File: config.mk
export PLATFORM = sky130hd
export DESIGN_NAME = decode_stage
export DESIGN_NICKNAME = d
export VERILOG_FILES = /design/src/rtl/decode_stage.sv
export SDC_FILE = /design/constraint.sdc
export NUM_CORES = 1
export LEC_CHECK = 0
export ABC_AREA = 1
export CORE_ASPECT_RATIO = 0.75
export CORE_MARGIN = 3
export CORE_UTILIZATION = 60
export CTS_BUF_LIST = sky130_fd_sc_hd__clkbuf_4
export DETAILED_ROUTE_END_ITERATION = 10
export DONT_BUFFER_PORTS = 1
export GPL_ROUTABILITY_DRIVEN = 0
export HOLD_SLACK_MARGIN = 0.05
export PLACE_DENSITY = 0.76
export SLEW_MARGIN = 20
export SYNTH_ARGS = -nofsm -noshare
export SYNTH_HDL_FRONTEND = slang
export SYNTH_SLANG_ARGS = --single-unit
File: constraint.sdc
create_clock -name clk -period 2.4 [get_ports clk]
set_input_delay 0.48 -clock clk [delete_from_list [all_inputs] [get_ports clk]]
set_output_delay 0.48 -clock clk [all_outputs]
set_load 0.02 [all_outputs]
File: src/rtl/decode_stage.sv
// Registered MIPS decode stage: valid/ready handshake, load-use bubble, flush,
// and saturating stall / illegal-instruction counters.
module decode_stage #(
  parameter int unsigned XLEN  = 32,
  parameter int unsigned RA_W  = 5,
  parameter int unsigned ALU_W = 4,
  parameter int unsigned CNT_W = 16
) (
  input  logic             clk,
  input  logic             rst_n,
  input  logic             in_valid_i,
  output logic             in_ready_o,
  input  logic [31:0]      instr_i,
  input  logic [XLEN-1:0]  pc_i,
  input  logic             flush_i,
  output logic             out_valid_o,
  input  logic             out_ready_i,
  output logic [XLEN-1:0]  out_pc_o,
  output logic [RA_W-1:0]  rs_o,
  output logic [RA_W-1:0]  rt_o,
  output logic [RA_W-1:0]  dst_o,
  output logic [XLEN-1:0]  imm_o,
  output logic             write_reg_o,
  output logic             write_mem_o,
  output logic             read_ram_o,
  output logic             use_imm_o,
  output logic             jump_o,
  output logic             jal_o,
  output logic             branch_o,
  output logic             branch_ne_o,
  output logic [ALU_W-1:0] alu_ctrl_o,
  output logic             illegal_o,
  output logic [CNT_W-1:0] stall_cnt_o,
  output logic [CNT_W-1:0] illegal_cnt_o
);

  localparam logic [ALU_W-1:0] ALU_INVALID = ALU_W'(0);
  localparam logic [ALU_W-1:0] ALU_ADD     = ALU_W'(1);
  localparam logic [ALU_W-1:0] ALU_SUB     = ALU_W'(2);
  localparam logic [ALU_W-1:0] ALU_AND     = ALU_W'(3);
  localparam logic [ALU_W-1:0] ALU_OR      = ALU_W'(4);
  localparam logic [ALU_W-1:0] ALU_SLT     = ALU_W'(5);
  localparam logic [ALU_W-1:0] ALU_LUI     = ALU_W'(6);
  localparam logic [ALU_W-1:0] ALU_PASS_PC = ALU_W'(7);

  localparam logic [5:0] OP_R = 6'h00, OP_J = 6'h02, OP_JAL = 6'h03, OP_BEQ = 6'h04,
                         OP_BNE = 6'h05, OP_ADDIU = 6'h09, OP_ORI = 6'h0D,
                         OP_LUI = 6'h0F, OP_LW = 6'h23, OP_SW = 6'h2B;
  localparam logic [5:0] FN_ADDU = 6'h21, FN_SUBU = 6'h23, FN_AND = 6'h24,
                         FN_OR = 6'h25, FN_SLT = 6'h2A;

  typedef struct packed {
    logic [XLEN-1:0]  pc;
    logic [RA_W-1:0]  rs;
    logic [RA_W-1:0]  rt;
    logic [RA_W-1:0]  dst;
    logic [XLEN-1:0]  imm;
    logic             write_reg;
    logic             write_mem;
    logic             read_ram;
    logic             use_imm;
    logic             jump;
    logic             jal;
    logic             branch;
    logic             branch_ne;
    logic [ALU_W-1:0] alu_ctrl;
    logic             illegal;
  } bundle_t;

  bundle_t          dec, bundle_d, bundle_q;
  logic             valid_d, valid_q;
  logic [CNT_W-1:0] stall_d, stall_q, ill_d, ill_q;
  logic [5:0]       opcode, funct;
  logic             uses_rs, uses_rt, hazard, out_load, accept;
  logic             unused_shamt;

  assign opcode       = instr_i[31:26];
  assign funct        = instr_i[5:0];
  assign unused_shamt = ^instr_i[10:6];

  // Combinational decode of the incoming instruction word.
  always_comb begin
    dec     = '0;
    dec.pc  = pc_i;
    dec.rs  = RA_W'(instr_i[25:21]);
    dec.rt  = RA_W'(instr_i[20:16]);
    uses_rs = ~(opcode == OP_LUI || opcode == OP_J || opcode == OP_JAL);
    uses_rt = (opcode == OP_R || opcode == OP_SW || opcode == OP_BEQ || opcode == OP_BNE);
    case (opcode)
      OP_R: begin
        dec.dst       = RA_W'(instr_i[15:11]);
        dec.write_reg = 1'b1;
        case (funct)
          FN_ADDU: dec.alu_ctrl = ALU_ADD;
          FN_SUBU: dec.alu_ctrl = ALU_SUB;
          FN_AND:  dec.alu_ctrl = ALU_AND;
          FN_OR:   dec.alu_ctrl = ALU_OR;
          FN_SLT:  dec.alu_ctrl = ALU_SLT;
          default: begin
            dec.dst       = '0;
            dec.write_reg = 1'b0;
            dec.illegal   = 1'b1;
          end
        endcase
      end
      OP_ADDIU, OP_LW, OP_SW: begin
        dec.dst       = dec.rt;
        dec.imm       = {{(XLEN-16){instr_i[15]}}, instr_i[15:0]};
        dec.use_imm   = 1'b1;
        dec.alu_ctrl  = ALU_ADD;
        dec.write_reg = (opcode != OP_SW);
        dec.read_ram  = (opcode == OP_LW);
        dec.write_mem = (opcode == OP_SW);
      end
      OP_ORI: begin
        dec.dst       = dec.rt;
        dec.imm       = {{(XLEN-16){1'b0}}, instr_i[15:0]};
        dec.use_imm   = 1'b1;
        dec.alu_ctrl  = ALU_OR;
        dec.write_reg = 1'b1;
      end
      OP_LUI: begin
        dec.dst       = dec.rt;
        dec.imm       = XLEN'({instr_i[15:0], 16'h0000});
        dec.use_imm   = 1'b1;
        dec.alu_ctrl  = ALU_LUI;
        dec.write_reg = 1'b1;
      end
      OP_BEQ, OP_BNE: begin
        dec.dst       = dec.rt;
        dec.imm       = {{(XLEN-16){instr_i[15]}}, instr_i[15:0]};
        dec.branch    = 1'b1;
        dec.branch_ne = (opcode == OP_BNE);
        dec.alu_ctrl  = ALU_SUB;
      end
      OP_J, OP_JAL: begin
        dec.imm  = XLEN'({pc_i[XLEN-1 -: 4], instr_i[25:0], 2'b00});
        dec.jump = 1'b1;
        // jal: execute returns pc+8 through PASS_PC into $31
        if (opcode == OP_JAL) begin
          dec.jal       = 1'b1;
          dec.dst       = RA_W'(31);
          dec.write_reg = 1'b1;
          dec.alu_ctrl  = ALU_PASS_PC;
        end
      end
      default: dec.illegal = 1'b1;
    endcase
    if (dec.dst == '0) dec.write_reg = 1'b0;
  end

  assign out_load   = ~valid_q | out_ready_i;
  assign hazard     = valid_q & bundle_q.read_ram & (bundle_q.dst != '0) &
                      ((uses_rs & (dec.rs == bundle_q.dst)) | (uses_rt & (dec.rt == bundle_q.dst)));
  assign in_ready_o = rst_n & ~flush_i & ~hazard & out_load;
  assign accept     = in_valid_i & in_ready_o;

  // Next-state: output register, flush kill and saturating counters.
  always_comb begin
    valid_d  = valid_q;
    bundle_d = bundle_q;
    stall_d  = stall_q;
    ill_d    = ill_q;
    if (flush_i) begin
      valid_d = 1'b0;
    end else if (out_load) begin
      valid_d = accept;
      if (accept) bundle_d = dec;
    end
    if (hazard & in_valid_i & ~flush_i & (stall_q != '1)) stall_d = stall_q + CNT_W'(1);
    if (accept & dec.illegal & (ill_q != '1)) ill_d = ill_q + CNT_W'(1);
  end

  always_ff @(posedge clk) begin
    if (!rst_n) begin
      valid_q  <= 1'b0;
      bundle_q <= '0;
      stall_q  <= '0;
      ill_q    <= '0;
    end else begin
      valid_q  <= valid_d;
      bundle_q <= bundle_d;
      stall_q  <= stall_d;
      ill_q    <= ill_d;
    end
  end

  assign out_valid_o   = valid_q;
  assign out_pc_o      = bundle_q.pc;
  assign rs_o          = bundle_q.rs;
  assign rt_o          = bundle_q.rt;
  assign dst_o         = bundle_q.dst;
  assign imm_o         = bundle_q.imm;
  assign write_reg_o   = bundle_q.write_reg;
  assign write_mem_o   = bundle_q.write_mem;
  assign read_ram_o    = bundle_q.read_ram;
  assign use_imm_o     = bundle_q.use_imm;
  assign jump_o        = bundle_q.jump;
  assign jal_o         = bundle_q.jal;
  assign branch_o      = bundle_q.branch;
  assign branch_ne_o   = bundle_q.branch_ne;
  assign alu_ctrl_o    = bundle_q.alu_ctrl;
  assign illegal_o     = bundle_q.illegal;
  assign stall_cnt_o   = stall_q;
  assign illegal_cnt_o = ill_q;

endmodule

### Word-level counts from Yosys, hierarchy flattened

Cells that the tools add are included.

* output and inout bits: 126
* bits of input ports: 69
* logic and storage cells: 96
* flip-flop bits (word level): 125

* add/subtract/negate cells: 2
* bitwise logic cells: 21
* muxes and demuxes: 17
* reductions and logical operators: 19
* equal/unequal tests: 19

Operator list (count)
* $pmux W32 S4: 1
* $eq A6 B6 Y1 const B: 7
* $add A16 B1 Y16 const B: 2
* $ne A16 B16 Y1 const B: 2
* $pmux W4 S6: 1
* $eq A6 B4 Y1 const B: 3
* $pmux W3 S5: 1
* $pmux W5 S3: 1
* $reduce_or A5 Y1: 3
* $and A1 B1 Y1: 14
* $eq A6 B2 Y1 const B: 2
* $eq A6 B3 Y1 const B: 2
* $eq A5 B5 Y1: 2
* $mux W5: 2
* $reduce_or A9 Y1: 1
* $reduce_or A2 Y1: 4
* $reduce_or A7 Y1: 1
* $logic_not A6 Y1: 1
* $mux W2: 3
* $ne A6 B6 Y1 const B: 1
* $logic_not A5 Y1: 1
* $logic_or A1 B1 Y1: 5
* $mux W1: 5
* $not A1 Y1: 5
* other kinds (7): 8

### Longest topological paths before layout

Gate-level depths: netlist (run 1).

* depth after elaboration: 13
* gate-level depth with buffers: 16
* mapped depth without buffers: 15

### Worst setup path after synthesis (run 1)

OpenSTA, ideal clock, no wires.

* path kind: input -> output
* start point: input port instr_i[31]
* end point: output port in_ready_o
* arrival time: 1.609 ns
* path buffers: 0
* path slack: 0.311 ns
* data required time: 1.920 ns
* cell stages on the path: 9
* cell sequence: nor2_4 nand3_4 nand2_1 inv_1 nand3_1 nand2_1 nand2_2 inv_1 nor3_1

* cells in the longest elaborated chain, start to end: 10
* elaborated cells between the ends (all ways): 20

RTL lines
* from (decl): RTL line 13 `input logic [31:0] instr_i,`
* $eq A6 B6 Y1 (tied with other cells): RTL line 88 `uses_rt = (opcode == OP_R || opcode == OP_SW || opcode == OP_BEQ || opcode == OP_BNE);`
* $logic_or A1 B1 Y1, on equally long branches (2 in a row): RTL line 88, 87
* $logic_or A1 B1 Y1 or $not A1 Y1 (tied branches): RTL line 88, 87
* $and A1 B1 Y1: RTL line 154 `((uses_rs & (dec.rs == bundle_q.dst)) | (uses_rt & (dec.rt == bundle_q.dst)));`
* $or A1 B1 Y1 *: RTL line 154
* $and A1 B1 Y1 *: RTL line 153 `assign hazard = valid_q & bundle_q.read_ram & (bundle_q.dst != '0) &`
* $not A1 Y1 *: RTL line 155 `assign in_ready_o = rst_n & ~flush_i & ~hazard & out_load;`
* $and A1 B1 Y1 * (2 in a row): RTL line 155
* to (decl): RTL line 12 `output logic in_ready_o,`

Mark *: on every way between the ends. The rest lies on a longest branch, timed or not.

### Final worst setup path (run 1)

* start point: register bundle_q (netlist bit dst_o[2])
* end point: output port in_ready_o

* cells in the longest elaborated chain, start to end: 7
* elaborated cells between the ends (all ways): 11

RTL lines
* from (decl): RTL line 70 `bundle_t dec, bundle_d, bundle_q;`
* from (signal assigned): RTL line 182 `bundle_q <= bundle_d;`
* $eq A5 B5 Y1: RTL line 154
* $and A1 B1 Y1: RTL line 154
* $or A1 B1 Y1: RTL line 154
* $and A1 B1 Y1 *: RTL line 153
* $not A1 Y1 *: RTL line 155
* $and A1 B1 Y1 * (2 in a row): RTL line 155

Marked as above.

==> results.json, run 1 <==
{
  "grt_pass1_wl_um": 26600,
  "path_clk_slew_ns": 0.12,
  "vias_per_cell": 5.82,
  "cts_tree": "built",
  "tightest_slew_ns": 0.518,
  "drt.antenna.violating_nets": 0,
  "status": "finished clean",
  "ios": 195,
  "synthMostInstantiatedCell": "nand2_1",
  "synthTopCellsByArea": "dfxtp_1, nand2_1, a21oi_1, nand3_1, nor2_1",
  "synth_area_um2": 5910,
  "initialDrtViolationCount": 608,
  "synth_edf_count": 0,
  "rsz0062_at_grt": "false",
  "fin_util_pct": 69.5,
  "first_pass_iters": 7,
  "p_seq_share_pct": 55.1,
  "power.clock.fraction_pct": 37.8,
  "fmax_mhz": 434,
  "fin_crit_ns": 2.30,
  "synth_seq_cells": 124,
  "crit_fanout": 4,
  "register_area_um2": 2490,
  "postLayoutSetupSlackWorst_ns": 0.0981,
  "sw_frac_of_total_pct": 27.1,
  "syn_nets": 926,
  "grt_max_degree": 99,
  "critical_path_required_ns": 1.92,
  "ys_seq_area_share_pct": 42.0,
  "post-synth-top-area-cell": "dfxtp_1",
  "h-tree-depth": 4,
  "setup-tns-final_ns": 0,
  "p_per_area_nw_per_um2": 618,
  "fp-row-count": 30,
  "vias": 5857,
  "syn_to_final_growth_pct": 9.42,
  "postRouteWirelength_um": 17200,
  "yosysWarningCount": 0,
  "ir_drop_mv": 0.459,
  "wl_per_cell_um": 17.1,
  "dieArea_um2": 11100,
  "synth_top_area_share_pct": 42.0,
  "grt_pass1_vias": 5128,
  "p_sw_mw": 1.08,
  "io_buffers": 0,
  "layout-drive-gt1-share_pct": 9.57,
  "clock_skew_ns": 0.0226,
  "internal_power_mw": 2.91,
  "crit_type": "reg -> out",
  "synth.avg_cell_area_um2": 6.92,
  "dpl_worst_slack_ns": 0.121,
  "hold_viol": 0,
  "grtUsageTotal_pct": 30.0,
  "synthArstFlopShare_pct": 0,
  "die_x_um": 121,
  "dp_hpwl_um": 12700,
  "finalSetupViolCount": 0,
  "synthCells": 855,
  "clock_latency_ns": 0.53,
  "drv_cap": 0,
  "diodes": 0,
  "relSlewSlack_pct": 65.4,
  "antenna_found_initial": 0,
  "core_um2": 9310,
  "nFillCells": 850,
  "critPathLaunchType": "flip-flop",
  "overflow": 0,
  "drcViolationCount": 0,
  "clkSinkCount": 124,
  "ys_types": 32,
  "initial_core_util_pct": 63.5,
  "holdCritPathClass": "in -> reg",
  "clockBufferDepth": 2,
  "comb_power_share_pct": 7.1,
  "synth_commonest_cells": "nand2_1, a21oi_1, dfxtp_1",
  "maxSlewViolCount": 0,
  "p_leak_nw": 2.51,
  "clock-root-buffer": "clkbuf_4",
  "layout.nets": 937,
  "die_height_um": 92.0,
  "numCtsBuffers": 17,
  "synth_flop_cell": "dfxtp_1",
  "worstPathArrival_ns": 1.82,
  "worstSetupEndpointType": "primary output",
  "multi_input_comb_area_um2": 2970,
  "fin_crit_sh_pct": 95.9
}
[worst max-delay path, stage by stage (launching register included)]
cell and delay, ns:
dfxtp_4 0.43, inv_4 0.06, o22ai_1 0.20, nor2_2 0.07, nand3_2 0.07, nand2_2 0.07
nand2_4 0.07, inv_2 0.04, nor3_2 0.10, buf_4 0.17
[per-stage QoR]
step	total power, mW	hold slack, ns	instances	instance area (um^2)
after floorplan	2.46	0.541	855	5910
after global placement	2.51	0.538	973	6130
after detailed placement	2.52	0.533	973	6130
after CTS	4.00	0.0523	1005	6430
after global routing	4.13	0.0504	1006	6470
final	4.00	0.0672	1006	6470
[worst paths after layout]
| kind | from | slack, ns | endpoint | cells after the start |
|---|---|---|---|---|
| min reg2reg | dst_o[0] | 0.54 | dst_o[0] | 2 |
| max | dst_o[2] | 0.1 | in_ready_o | 9 |
| max reg2reg | stall_cnt_o[1] | 0.29 | stall_cnt_o[8] | 6 |
| min | rst_n | 0.07 | stall_cnt_o[9] | 2 |
[cells by family (layout without fill, tap and decap cells)]
kind of cell / count (synthesis) / count (layout) / synth area share (%)
buffers and inverters: 114 / 137 / 8.15
other: 1 / 1 / 0.0634
AOI/OAI and AO/OA: 191 / 191 / 17.4
and+or+nand+nor: 401 / 401 / 28.7
DFF: 124 / 124 / 42.0
xor gates and xnor gates: 22 / 22 / 3.26
adders and majority gates: 2 / 2 / 0.423
[metal layers]
layer | part of all wire [%] | vias up | GRT usage [%] | wire [um]
li1 | - | 2840 | - | -
met1 | 42 | 2653 | 41.4 | 7130
met2 | 43 | 332 | 43.1 | 7380
met3 | 14 | 32 | 12.0 | 2460
met4 | 1.2 | 0 | 8.96 | 206
met5 | 0 | - | 0 | 0
[layout by cell type, fill, tap and decap left out, drive strengths merged]
cell	count
nand4	10
nor2	80
o221ai	8
nand2	230
xor2	16
a31oi	2
inv	71
clkinvlp	4
buf	34
o211ai	8
nor2b	1
dlygate4sd3	1
xnor2	6
nand3	61
bufinv	3
clkinv	6
nand3b	3
ha	2
nor3	12
nor4	4
dfxtp	124
clkbuf	18
conb	1
o22ai	2
a211oi	3
a21oi	133
o211a	2
o21ai	33
[repair_timing]
item                                   4_1_cts  5_1_grt
hold buffers                                 1        0
setup endpoints to repair                    1        1
endpoints found under the hold margin        2        0
pin swaps                                    0        2
gates resized for setup                      5       10
buffers inserted                             0        1
[cell type report]
cell class | count | area share, %
Clock inverter | 13 | 2.34
Timing Repair Buffer | 35 | 4.49
Tap cell | 128 | 2.48
Sequential cell | 124 | 38.5
Inverter | 71 | 4.16
Clock buffer | 18 | 2.09
Multi-Input combinational cell | 617 | 45.9
[flip-flops by register name (all words and copies together) (netlist names)]
register	cells
dst_o	5
out_pc_o	32
illegal_o	1
out_valid_o	1
branch_o	1
stall_cnt_o	16
rt_o	5
write_reg_o	1
illegal_cnt_o	16
use_imm_o	1
jump_o	1
imm_o	32
alu_ctrl_o	3
jal_o	1
read_ram_o	1
branch_ne_o	1
write_mem_o	1
rs_o	5
[power by group through the flow]
stage                     combinational, mW  clock [mW]  sequential, mW
after floorplan                       0.216           0            2.24
after global placement                0.264           0            2.25
after detailed placement              0.273           0            2.25
after CTS                             0.275        1.52            2.20
after global routing                  0.317        1.61            2.21
final                                 0.283        1.51            2.20
Power figures use the tool's default switching activity.
==> run 2, diff against run 1 <==
--- a/config.mk
+++ b/config.mk
@@ -13,6 +13,7 @@
 export DETAILED_ROUTE_END_ITERATION = 10
 export DONT_BUFFER_PORTS = 1
 export GPL_ROUTABILITY_DRIVEN = 0
+export GPL_TIMING_DRIVEN = 0
 export HOLD_SLACK_MARGIN = 0.05
 export PLACE_DENSITY = 0.76
 export SLEW_MARGIN = 20
==> run 2 against run 1 <==
Net effect:
- sequential cell count did not move
- first-iteration DRC count grew 31%
- critical path depth decreased by 1
- via count is 3.1% higher
- worst hold slack better by 0.0095 ns
- die area did not move
- sequential share of layout area down 0.088 points
- cell area is 0.58% higher
- power grew 8.1%
- routed wire length up 7.4%
- clock skew fell by 0.0062 ns
- critical path type unchanged
- largest cell class unchanged
==> results.json, run 2 (synthesis results as in run 1) <==
{
  "crit_path_top_delay_cell": "dfxtp_4",
  "vias_per_cell": 5.92,
  "clock_skew_ns": 0.0164,
  "initialDrtViolationCount": 795,
  "crit_start": "dst_o[0]",
  "crit_fanout": 4,
  "final_common_cell": "nand2_1",
  "path_clk_slew_ns": 0.12,
  "clkSinkCount": 124,
  "dpl-instance-area_um2": 6070,
  "crit_buf_inv": 2,
  "grt_max_degree": 17,
  "clock_latency_ns": 0.53,
  "clock-root-buffer": "clkbuf_4",
  "slowest_delay_ns": 0.43,
  "critPathLaunchType": "flip-flop",
  "status": "finished clean",
  "die_height_um": 92.0,
  "io_buffers": 0,
  "grtUsageTotal_pct": 32.3,
  "core_um2": 9310,
  "layout_common_cells": "nand2_1, a21oi_1, dfxtp_1, nor2_1, inv_1",
  "grt_pass1_wl_um": 28200,
  "holdCritPathClass": "in -> reg",
  "fin_crit_ns": 2.34,
  "tightest_slew_ns": 0.737,
  "ios": 195,
  "sw_frac_of_total_pct": 26.7,
  "crit_type": "reg -> out",
  "syn_to_final_growth_pct": 10.1,
  "layout-drive-gt1-share_pct": 8.30,
  "finalSetupViolCount": 0,
  "numCtsBuffers": 17,
  "grt_pass1_vias": 5413,
  "p_seq_share_pct": 51.2,
  "cp_cell_sequence": "inv_1 > o21ai_0 > nor2_1 > nand3_1 > nand2_1 > nand2_2 > inv_2 > nor3_4",
  "rsz0062_at_grt": "true",
  "p_leak_nw": 2.50,
  "initial_core_util_pct": 63.5,
  "r2r-start": "illegal_cnt_o[0]",
  "setup-tns-final_ns": 0,
  "drv_cap": 0,
  "power.clock.fraction_pct": 41.8,
  "layout.nets": 950,
  "hold_viol": 0,
  "diodes": 0,
  "final_area_um2": 6510,
  "fp-row-count": 30,
  "worstPathArrival_ns": 1.86,
  "fin_crit_sh_pct": 97.5,
  "antenna_found_initial": 0,
  "drt.antenna.violating_nets": 0,
  "drcViolationCount": 0,
  "fmax_mhz": 427,
  "p_per_area_nw_per_um2": 664,
  "vias": 6037,
  "clockBufferDepth": 2,
  "internal_power_mw": 3.17,
  "p_sw_mw": 1.15,
  "rrSetupSlack_ns": 0.15,
  "path_delay_family": "simple AND/OR/NAND/NOR gates",
  "die_x_um": 121,
  "dieArea_um2": 11100,
  "wl_per_cell_um": 18.1,
  "dp_hpwl_um": 14100,
  "first_pass_iters": 8,
  "maxSlewViolCount": 0,
  "crit_end": "in_ready_o",
  "worstSetupEndpointType": "primary output",
  "comb_power_share_pct": 7.0,
  "overflow": 0,
  "ir_drop_mv": 0.464,
  "total_power_mw": 4.32,
  "relSlewSlack_pct": 50.6,
  "r2r_cells": 9,
  "timing.rr.end": "illegal_cnt_o[11]",
  "critical_path_required_ns": 1.92,
  "cp_num_cells": 8,
  "cts_tree": "built",
  "h-tree-depth": 4,
  "postRouteWirelength_um": 18500
}
-- run 2: cell types whose count changed in the layout (fill, tap and decap cells not counted), sizes merged --
| cell | change |
|---|---|
| clkbuf | +21 |
| buf | -10 |
| clkinvlp | -2 |
| bufinv | +2 |
| dlygate4sd3 | +3 |
| clkinv | -2 |
| inv | +2 |
-- run 2: worst min path at each step --
stage | startpoint | to | cells after the start
finish | pc_i[25] | out_pc_o[25] | 2
CTS | pc_i[25] | out_pc_o[25] | 2
detailed placement | out_pc_o[16] | out_pc_o[16] | 2
floorplan | imm_o[16] | imm_o[16] | 2
global placement | rt_o[0] | rt_o[0] | 2
global route | pc_i[27] | out_pc_o[27] | 2
-- run 2: what timing repair did --
action	in CTS	in global routing
endpoints found under the setup margin	1	11
setup buffers	1	0
resized for setup	12	3
pin swaps	2	1
hold endpoints to repair	3	1
hold buffers	3	1
-- run 2: through the flow --
stage	util, %	cells	hold WS, ns	setup slack (ns)
6_report	69.9	1020	0.0767	0.0602
5_1_grt	69.9	1020	0.0528	-0.0350
4_1_cts	69.8	1019	0.0501	0.00656
3_5_place_dp	65.2	983	0.559	0.0130
3_3_place_gp	65.2	983	0.556	0.0323
2_1_floorplan	-	855	0.541	0.311
-- run 2: power by group through the flow --
| stage | Clock, mW | Combinational [mW] | Sequential, mW |
|---|---|---|---|
| finish | 1.81 | 0.301 | 2.21 |
| CTS | 1.81 | 0.290 | 2.21 |
| global placement | 0 | 0.274 | 2.26 |
| floorplan | 0 | 0.216 | 2.24 |
| global route | 1.90 | 0.334 | 2.22 |
| detailed placement | 0 | 0.284 | 2.26 |
-- run 2: final cells by class --
cell class                      count  area (um^2)
Fill cell                         841         2800
Multi-Input combinational cell    617         2960
Clock buffer                       19          143
Sequential cell                   124         2500
Inverter                           71          267
Buffer                             43          215
Tap cell                          128          160
Timing Repair Buffer                5         47.5
Clock inverter                     13          214
-- run 2: per-layer routing --
metal | GRT usage (%) | wire [um] | vias up
met1 | 42.6 | 7440 | 2729
met5 | 0 | 0 | -
met2 | 47.3 | 7900 | 410
met3 | 16.2 | 2780 | 31
li1 | - | - | 2867
met4 | 7.74 | 325 | 0
